===== config.mk =====
export PLATFORM = sky130hd
export DESIGN_NAME = downstream_arbiter
export DESIGN_NICKNAME = d
export VERILOG_FILES = /design/src/rtl/downstream_arbiter.sv
export SDC_FILE = /design/constraint.sdc
export NUM_CORES = 1
export LEC_CHECK = 0
export CAP_MARGIN = 20
export CORE_AREA = 2 2 218 220
export DETAILED_ROUTE_END_ITERATION = 8
export DIE_AREA = 0 0 220 222
export SYNTH_ARGS = -nofsm -noshare
export SYNTH_HDL_FRONTEND = slang
export SYNTH_SLANG_ARGS = --single-unit

===== constraint.sdc =====
create_clock -name clk -period 3.1 [get_ports clk]
set_input_delay 0.31 -clock clk [delete_from_list [all_inputs] [get_ports clk]]
set_output_delay 0.31 -clock clk [all_outputs]
set_load 0.01 [all_outputs]

===== src/rtl/downstream_arbiter.sv =====
// Round-robin front end that funnels NREQ requesters into a single downstream cache port,
// one transaction at a time, with a bounded wait on the cache's ready.
module downstream_arbiter #(
  parameter int NREQ  = 4,
  parameter int IDXW  = 32,
  parameter int DATAW = 32,
  parameter int TMO   = 16,
  localparam int IDW  = (NREQ > 1) ? $clog2(NREQ) : 1,
  localparam int CNTW = ($clog2(TMO + 1) > 5) ? $clog2(TMO + 1) : 5
) (
  input  logic                  clk,
  input  logic                  rst_n,
  input  logic [NREQ-1:0]       req_valid,
  input  logic [NREQ-1:0]       req_rw,
  input  logic [NREQ*IDXW-1:0]  req_rdindex,
  input  logic [NREQ*IDXW-1:0]  req_wrindex,
  input  logic [NREQ*DATAW-1:0] req_data,
  output logic [NREQ-1:0]       req_ready,
  output logic                  rsp_valid,
  output logic [IDW-1:0]        rsp_id,
  output logic [DATAW-1:0]      rsp_data,
  output logic                  rsp_err,
  output logic                  ds_valid,
  output logic                  ds_rw,
  output logic [IDXW-1:0]       ds_rdindex,
  output logic [IDXW-1:0]       ds_wrindex,
  output logic [DATAW-1:0]      ds_data,
  input  logic                  ds_ready,
  input  logic [DATAW-1:0]      ds_rdata
);

  typedef enum logic [1:0] {IDLE, WAIT, RESP} state_e;

  state_e            state_q;
  logic [IDW-1:0]    last_q, gnt_q, rsp_id_q;
  logic [CNTW-1:0]   cnt_q;
  logic              rsp_valid_q, rsp_err_q, ds_valid_q, ds_rw_q;
  logic [DATAW-1:0]  rsp_data_q, ds_data_q;
  logic [IDXW-1:0]   ds_rdindex_q, ds_wrindex_q;

  logic              gnt_found;
  logic [IDW-1:0]    gnt_idx;

  // Search upward from the requester after the last one served, wrapping around.
  always_comb begin
    int idx;
    idx       = 0;
    gnt_found = 1'b0;
    gnt_idx   = '0;
    for (int off = 1; off <= NREQ; off++) begin
      idx = int'(last_q) + off;
      if (idx >= NREQ) idx -= NREQ;
      if (!gnt_found && req_valid[idx]) begin
        gnt_found = 1'b1;
        gnt_idx   = IDW'(idx);
      end
    end
  end

  assign req_ready = (state_q == IDLE && gnt_found) ? (NREQ'(1) << gnt_idx) : '0;

  always_ff @(posedge clk or negedge rst_n) begin
    if (!rst_n) begin
      state_q      <= IDLE;
      last_q       <= IDW'(NREQ - 1);
      gnt_q        <= '0;
      cnt_q        <= '0;
      rsp_valid_q  <= 1'b0;
      rsp_id_q     <= '0;
      rsp_data_q   <= '0;
      rsp_err_q    <= 1'b0;
      ds_valid_q   <= 1'b0;
      ds_rw_q      <= 1'b0;
      ds_rdindex_q <= '0;
      ds_wrindex_q <= '0;
      ds_data_q    <= '0;
    end else begin
      rsp_valid_q <= 1'b0;
      case (state_q)
        IDLE: if (gnt_found) begin
          gnt_q        <= gnt_idx;
          ds_rw_q      <= req_rw[gnt_idx];
          ds_rdindex_q <= req_rdindex[int'(gnt_idx)*IDXW +: IDXW];
          ds_wrindex_q <= req_wrindex[int'(gnt_idx)*IDXW +: IDXW];
          ds_data_q    <= req_data[int'(gnt_idx)*DATAW +: DATAW];
          ds_valid_q   <= 1'b1;
          cnt_q        <= '0;
          state_q      <= WAIT;
        end
        WAIT: begin
          // A ready arriving on the final permitted cycle still completes normally.
          if (ds_ready) begin
            rsp_data_q  <= ds_rw_q ? '0 : ds_rdata;
            rsp_err_q   <= 1'b0;
            rsp_valid_q <= 1'b1;
            rsp_id_q    <= gnt_q;
            ds_valid_q  <= 1'b0;
            state_q     <= RESP;
          end else if (cnt_q == CNTW'(TMO - 1)) begin
            rsp_data_q  <= '0;
            rsp_err_q   <= 1'b1;
            rsp_valid_q <= 1'b1;
            rsp_id_q    <= gnt_q;
            ds_valid_q  <= 1'b0;
            state_q     <= RESP;
          end else begin
            cnt_q <= cnt_q + 1'b1;
          end
        end
        RESP: begin
          last_q  <= gnt_q;
          state_q <= IDLE;
        end
        default: state_q <= IDLE;
      endcase
    end
  end

  assign rsp_valid  = rsp_valid_q;
  assign rsp_id     = rsp_id_q;
  assign rsp_data   = rsp_data_q;
  assign rsp_err    = rsp_err_q;
  assign ds_valid   = ds_valid_q;
  assign ds_rw      = ds_rw_q;
  assign ds_rdindex = ds_rdindex_q;
  assign ds_wrindex = ds_wrindex_q;
  assign ds_data    = ds_data_q;

endmodule


# Word level (Yosys, flattened, before mapping)
# Index checks and enable logic that the tools add are counted.
# W data, S select, Z words.
# totals
register_bits	145
latch_bits	0
ram_bits	0
rom_bits	0
inputBits	427
n_memories	0
# classes
add_sub_neg	9
multipliers	0
div_mod_pow	0
n_lt_le_gt_ge	9
n_eq_ne	7
shift	4
muxes	49
bitwise	0
reduce_logical	15
# ops
op	n
$shiftx A128 B8 Y32	3
$mux W32	7
$lt A32 B4 Y1 const B	4
$mux W1	21
$mux W2	9
$mux W5	3
$sub A3 B3 Y4 const B	3
$bmux W1 S2	5
$pmux W5 S2	1
$ge A3 B3 Y1 const B	3
$add A2 B2 Y3 const B	2
$ne A2 B2 Y1 const B	3
$reduce_and A2 Y1	3
$add A5 B1 Y5 const B	1
$eq A5 B4 Y1 const B	1
$sub A4 B3 Y5 const B	1
$add A2 B3 Y4 const B	1
$ge A4 B3 Y1 const B	1
$logic_and A1 B1 Y1	4
$mux W4	1
$pmux W2 S2	1
$reduce_and A4 Y1	1
$reduce_bool A2 Y1	2
$shl A1 B2 Y4 const A	1
9 further kinds	11

# Logic depth before layout (Yosys ltp)
# depth
depth_word	18
depth_mapped	8

# Least setup slack after synthesis
# No wires, ideal clock.
# synth_timing
kind	reg2reg
startpoint	register cnt_q[0]
endpoint	register rsp_id_q[0], in the netlist rsp_id[0]
arrival_time_ns	1.889
required_ns	2.983
path_slack_ns	1.094
path_stages_with_launch	9
n_path_buf	1
path_cell_list	dfrtp_1 -> ha_1 -> and3_1 -> ha_1 -> o21ai_1 -> clkbuf_1 -> inv_1 -> nand2_1 -> nand2_1
# synth_via
elab_chain_len	3
# synth_rtl
item	line	source
start: declaration	36	logic [CNTW-1:0] cnt_q;
start signal: assignment	107	cnt_q <= cnt_q + 1'b1;
$eq A5 B4 Y1	99	end else if (cnt_q == CNTW'(TMO - 1)) begin
$reduce_bool A2 Y1 (no source line)	--	
$reduce_and A2 Y1 (no source line)	--	
end signal: assignment	96	rsp_id_q <= gnt_q;
end signal: assignment	103	rsp_id_q <= gnt_q;
end: declaration	35	logic [IDW-1:0] last_q, gnt_q, rsp_id_q;
# No other way between the ends.
# A chain may end at the register's enable or synchronous reset.

# Worst setup path in the final report
# layout_timing
startpoint	register last_q[0]
endpoint	output req_ready[0]
# layout_via
elab_chain_len	18
elab_cells_between_ends	45
classes_between	8 x add/sub; 4 x order compare; 1 x shift; 25 x mux; 7 x reduce/logical
# layout_rtl
item	line	source
start: declaration	35	
start signal: assignment	65	last_q <= IDW'(NREQ - 1);
start signal: assignment	111	last_q <= gnt_q;
$add A2 B1 Y3	51	idx = int'(last_q) + off;
$sub A3 B3 Y4 or $ge A3 B3 Y1 (tied branches)	52	if (idx >= NREQ) idx -= NREQ;
$mux W32	52	
$bmux W1 S2	53	if (!gnt_found && req_valid[idx]) begin
$mux W1 (implied by the code) (2 in a row)	53	
$mux W1	53	
$logic_not A1 Y1	53	
$logic_and A1 B1 Y1	53	
$mux W1	53	
$logic_not A1 Y1	53	
$logic_and A1 B1 Y1	53	
$mux W1	53	
$logic_not A1 Y1	53	
$logic_and A1 B1 Y1	53	
$mux W2 or $mux W1 (tied branches)	53	
$shl A1 B2 Y4 or $logic_and A1 B1 Y1 (tied branches)	60	assign req_ready = (state_q == IDLE && gnt_found) ? (NREQ'(1) << gnt_idx) : '0;
$mux W4 *	60	
end: declaration	18	output logic [NREQ-1:0] req_ready,
# Every way passes the cells marked *; elsewhere a longest branch is shown, timed or not. The select of a mux whose other input is x is not followed.

==> flow_metrics.env <==
export IMPL_status="finished, final reports clean"
export IMPL_design_die_area_sq_um=48800
export IMPL_avgSynthCellArea_sq_um=12.4
export IMPL_finalHoldViolCount=0
export IMPL_drc_errors=0
export IMPL_dieHeight_um=222
export IMPL_drt_iter0_markers=287
export IMPL_timing_hold_ws_ps=306
export IMPL_synth_edf_count=0
export IMPL_drt_total_wl_mm=37.1
export IMPL_dr_wl_met3_mm=3.36
export IMPL_post_synth_top_count_cell="mux2i_1"
export IMPL_drt_wirelength_per_cell_um=19.9
export IMPL_path_max_fanout=4
export IMPL_r2r_end="ds_wrindex[7]"
export IMPL_areaGrowthSynthToFinish_pct=80.6
export IMPL_numCtsBuffers=17
export IMPL_finalCritPeriodShare_pct=91.7
export IMPL_ys_top_cells_by_area="dfrtp_1 (42%), mux2i_1 (23%), o221ai_2 (17%)"
export IMPL_total_power_mw=13.0
export IMPL_antenna_found_initial=0
export IMPL_endpoint_kind="primary output"
export IMPL_cp_arrival_ps=2530
export IMPL_slew_headroom_pct=44.4
export IMPL_r2r_start="last_q[0]"
export IMPL_grt_overflow_total=0
export IMPL_synthCells=690
export IMPL_grt_pass1_vias=8688
export IMPL_track_usage_pct=14.9
export IMPL_topRoutingLayerUsed="met4"
export IMPL_wl_met1_mm=14.3
export IMPL_clock_skew_ps=14.8
export IMPL_fin_crit_ps=2840
export IMPL_hp_class="in2async"
export IMPL_ys_seq_area_share_pct=42.4
export IMPL_crit_slowest_cell="clkdlybuf4s50_1"
export IMPL_met2WireLength_mm=18.7
export IMPL_nFillCells=4704
export IMPL_core_area_sq_um=46300
export IMPL_cap_viol_max_count=0
export IMPL_clk_latency_ps=490
export IMPL_gp_congestion=0.857
export IMPL_io_buffer_count=564
export IMPL_slowest_delay_ps=570
export IMPL_rsz0062_at_grt="no"
export IMPL_die_w_um=220
export IMPL_power_density_nw_per_um2=843
export IMPL_ys_ff_latch=145
export IMPL_rows=79
export IMPL_synth_warnings=0
export IMPL_final_layout_size_suffix_gt1_share_pct=13.7
export IMPL_pre_cts_slack_ps=364
export IMPL_ir_worst_vdd_mv=0.441
export IMPL_cts_sinks=145
export IMPL_yosys_area_top_type_share_pct=41.8
export IMPL_ys_flop_type="dfrtp_1"
export IMPL_grt_max_degree=99
export IMPL_initial_core_util_pct=18.5
export IMPL_n_antenna_cell=0
export IMPL_top_level_ports=565
export IMPL_vias_per_cell=4.30
export IMPL_place_hpwl_mm=28.8
export IMPL_crit_required_ps=2790
export IMPL_cts_root_buf="clkbuf_16"
export IMPL_fin_area_sq_um=15500
export IMPL_fmax_mhz=352
export IMPL_detail_route_antenna_nets=0
export IMPL_worst_pin_slew_ps=834
export IMPL_final_setup_viol_count=0
export IMPL_slew_violations=0
export IMPL_timing_final_ws_setup_ps=257
export IMPL_place_area_sq_um=14900
export IMPL_p_leak_nw=6.31
export IMPL_synth_nets=1119
export IMPL_synth_common_cells="mux2i_1 (194), dfrtp_1 (143), nand2_1 (111), o221ai_2 (97), a22o_1 (33)"
export IMPL_yosys_area_top_type="dfrtp_1"
export IMPL_worstPathCellList="nand2b_1 -> o21a_1 -> a21oi_1 -> buf_4 -> nand2b_4 -> nor3_1 -> clkdlybuf4s50_1"
export IMPL_cp_top_family="buffers and inverters"
export IMPL_first_pass_iters=4
export IMPL_cts_path_max_buffers=2
export IMPL_post_cts_buffers=0
export IMPL_r2r_setup_slack_ps=700
export IMPL_synthDistinctLibCells=38
export IMPL_crit_type="reg2out"
export IMPL_synth_area_sq_um=8560
export IMPL_grt_pass1_wl_mm=54.1
export IMPL_worst_path_buf_inv=2
export IMPL_start_kind="flip-flop"
export IMPL_clk_pin_slew_ps=60
export IMPL_cts_tree="built"
export IMPL_r2r_cells=7
export IMPL_nNetsFinal=1675
export IMPL_htree_num_levels=4
export IMPL_fin_setup_tns_ps=0
export IMPL_synth_async_reset_ratio_pct=100
export IMPL_via_count=8022
==> layout by cell type (no fill, tap or decap), types with 2 or more instances in the layout <==
master | synthesis | routed
nand2b_1 | 5 | 4
bufinv_16 | 0 | 3
o21ai_2 | 1 | 2
o21ai_0 | 2 | 2
clkbuf_1 | 19 | 3
dfstp_2 | 2 | 2
nor2b_1 | 2 | 2
clkdlybuf4s50_1 | 0 | 563
buf_4 | 1 | 22
inv_6 | 0 | 2
mux2_2 | 2 | 2
clkinvlp_4 | 0 | 2
a21oi_1 | 5 | 5
nor3_1 | 2 | 2
clkinv_2 | 0 | 2
dfrtp_1 | 143 | 143
inv_1 | 5 | 5
and3_1 | 2 | 2
ha_1 | 2 | 2
nor2_1 | 9 | 8
nand2_1 | 111 | 111
a22o_1 | 33 | 33
o221ai_2 | 97 | 97
clkbuf_16 | 0 | 17
buf_12 | 11 | 9
mux2i_1 | 194 | 194
xor2_1 | 2 | 2
clkinv_4 | 0 | 3
==> state kept, by name (all words and copies together), names as in the netlist <==
signal,cells
ds_wrindex,32
gnt_q,2
ds_data,32
ds_rdindex,32
rsp_valid,1
state_q,2
rsp_id,2
last_q,2
ds_valid,1
rsp_err,1
rsp_data,32
cnt_q,5
ds_rw,1
==> power breakdown <==
group / switching, mW / leakage, nW / internal [mW]
clock network: 0.922 / 0.285 / 1.27
registers: 0.573 / 1.81 / 2.79
logic: 3.60 / 4.22 / 3.89
==> repair_timing <==
action,in CTS,in global routing
hold buffers,1,0
gates resized for setup,0,0
setup endpoints to repair,0,0
hold endpoints to repair,42,0
==> how the worst max path moves through the flow <==
stage | start | to | slack [ps] | cells after the start
floorplan | cnt_q[0] | rsp_id[0] | 1090 | 8
global placement | req_valid[0] | req_ready[0] | 390 | 6
detailed placement | req_valid[3] | req_ready[2] | 360 | 6
CTS | last_q[0] | req_ready[0] | 190 | 7
global route | last_q[0] | req_ready[0] | 150 | 7
finish | last_q[0] | req_ready[0] | 260 | 7
==> cell families after synthesis <==
logic type / share of synthesized area (%)
fa+ha+maj: 0.292
simple gates: 6.30
mux: 22.9
compound gates: 21.9
flops: 42.4
xor+xnor: 0.205
buf+inv: 5.98
==> layer usage <==
metal	global-route usage, %	vias up
met5	0	-
met4	5.24	0
met3	5.69	37
met2	26.4	353
met1	16.0	3887
li1	-	3745
==> worst register-to-register path, delay by kind of cell (launching register included) <==
kind                   cells  cell delay, ps
AO/OA/AOI/OAI              3             590
buffers and inverters      2             600
flip-flops                 1             560
multiplexers               1             340
AND/OR/NAND/NOR            1             160
==> per-stage QoR <==
step           cells  util [%]
6_report        1866      33.4
5_1_grt         1866      33.4
4_1_cts         1866      33.4
3_5_place_dp    1833      32.1
3_3_place_gp    1833      32.1
2_1_floorplan    690         -
==> final cells by class <==
class	instances	area, sq um	share of cell area, %
Sequential cell	145	3630	23.5
Clock inverter	12	159	1.03
Clock buffer	20	437	2.82
Timing Repair Buffer	596	6000	38.8
Inverter	5	18.8	0.121
Multi-Input combinational cell	481	4460	28.8
Tap cell	607	759	4.91
Note: power is estimated with default switching activity, not from simulation.
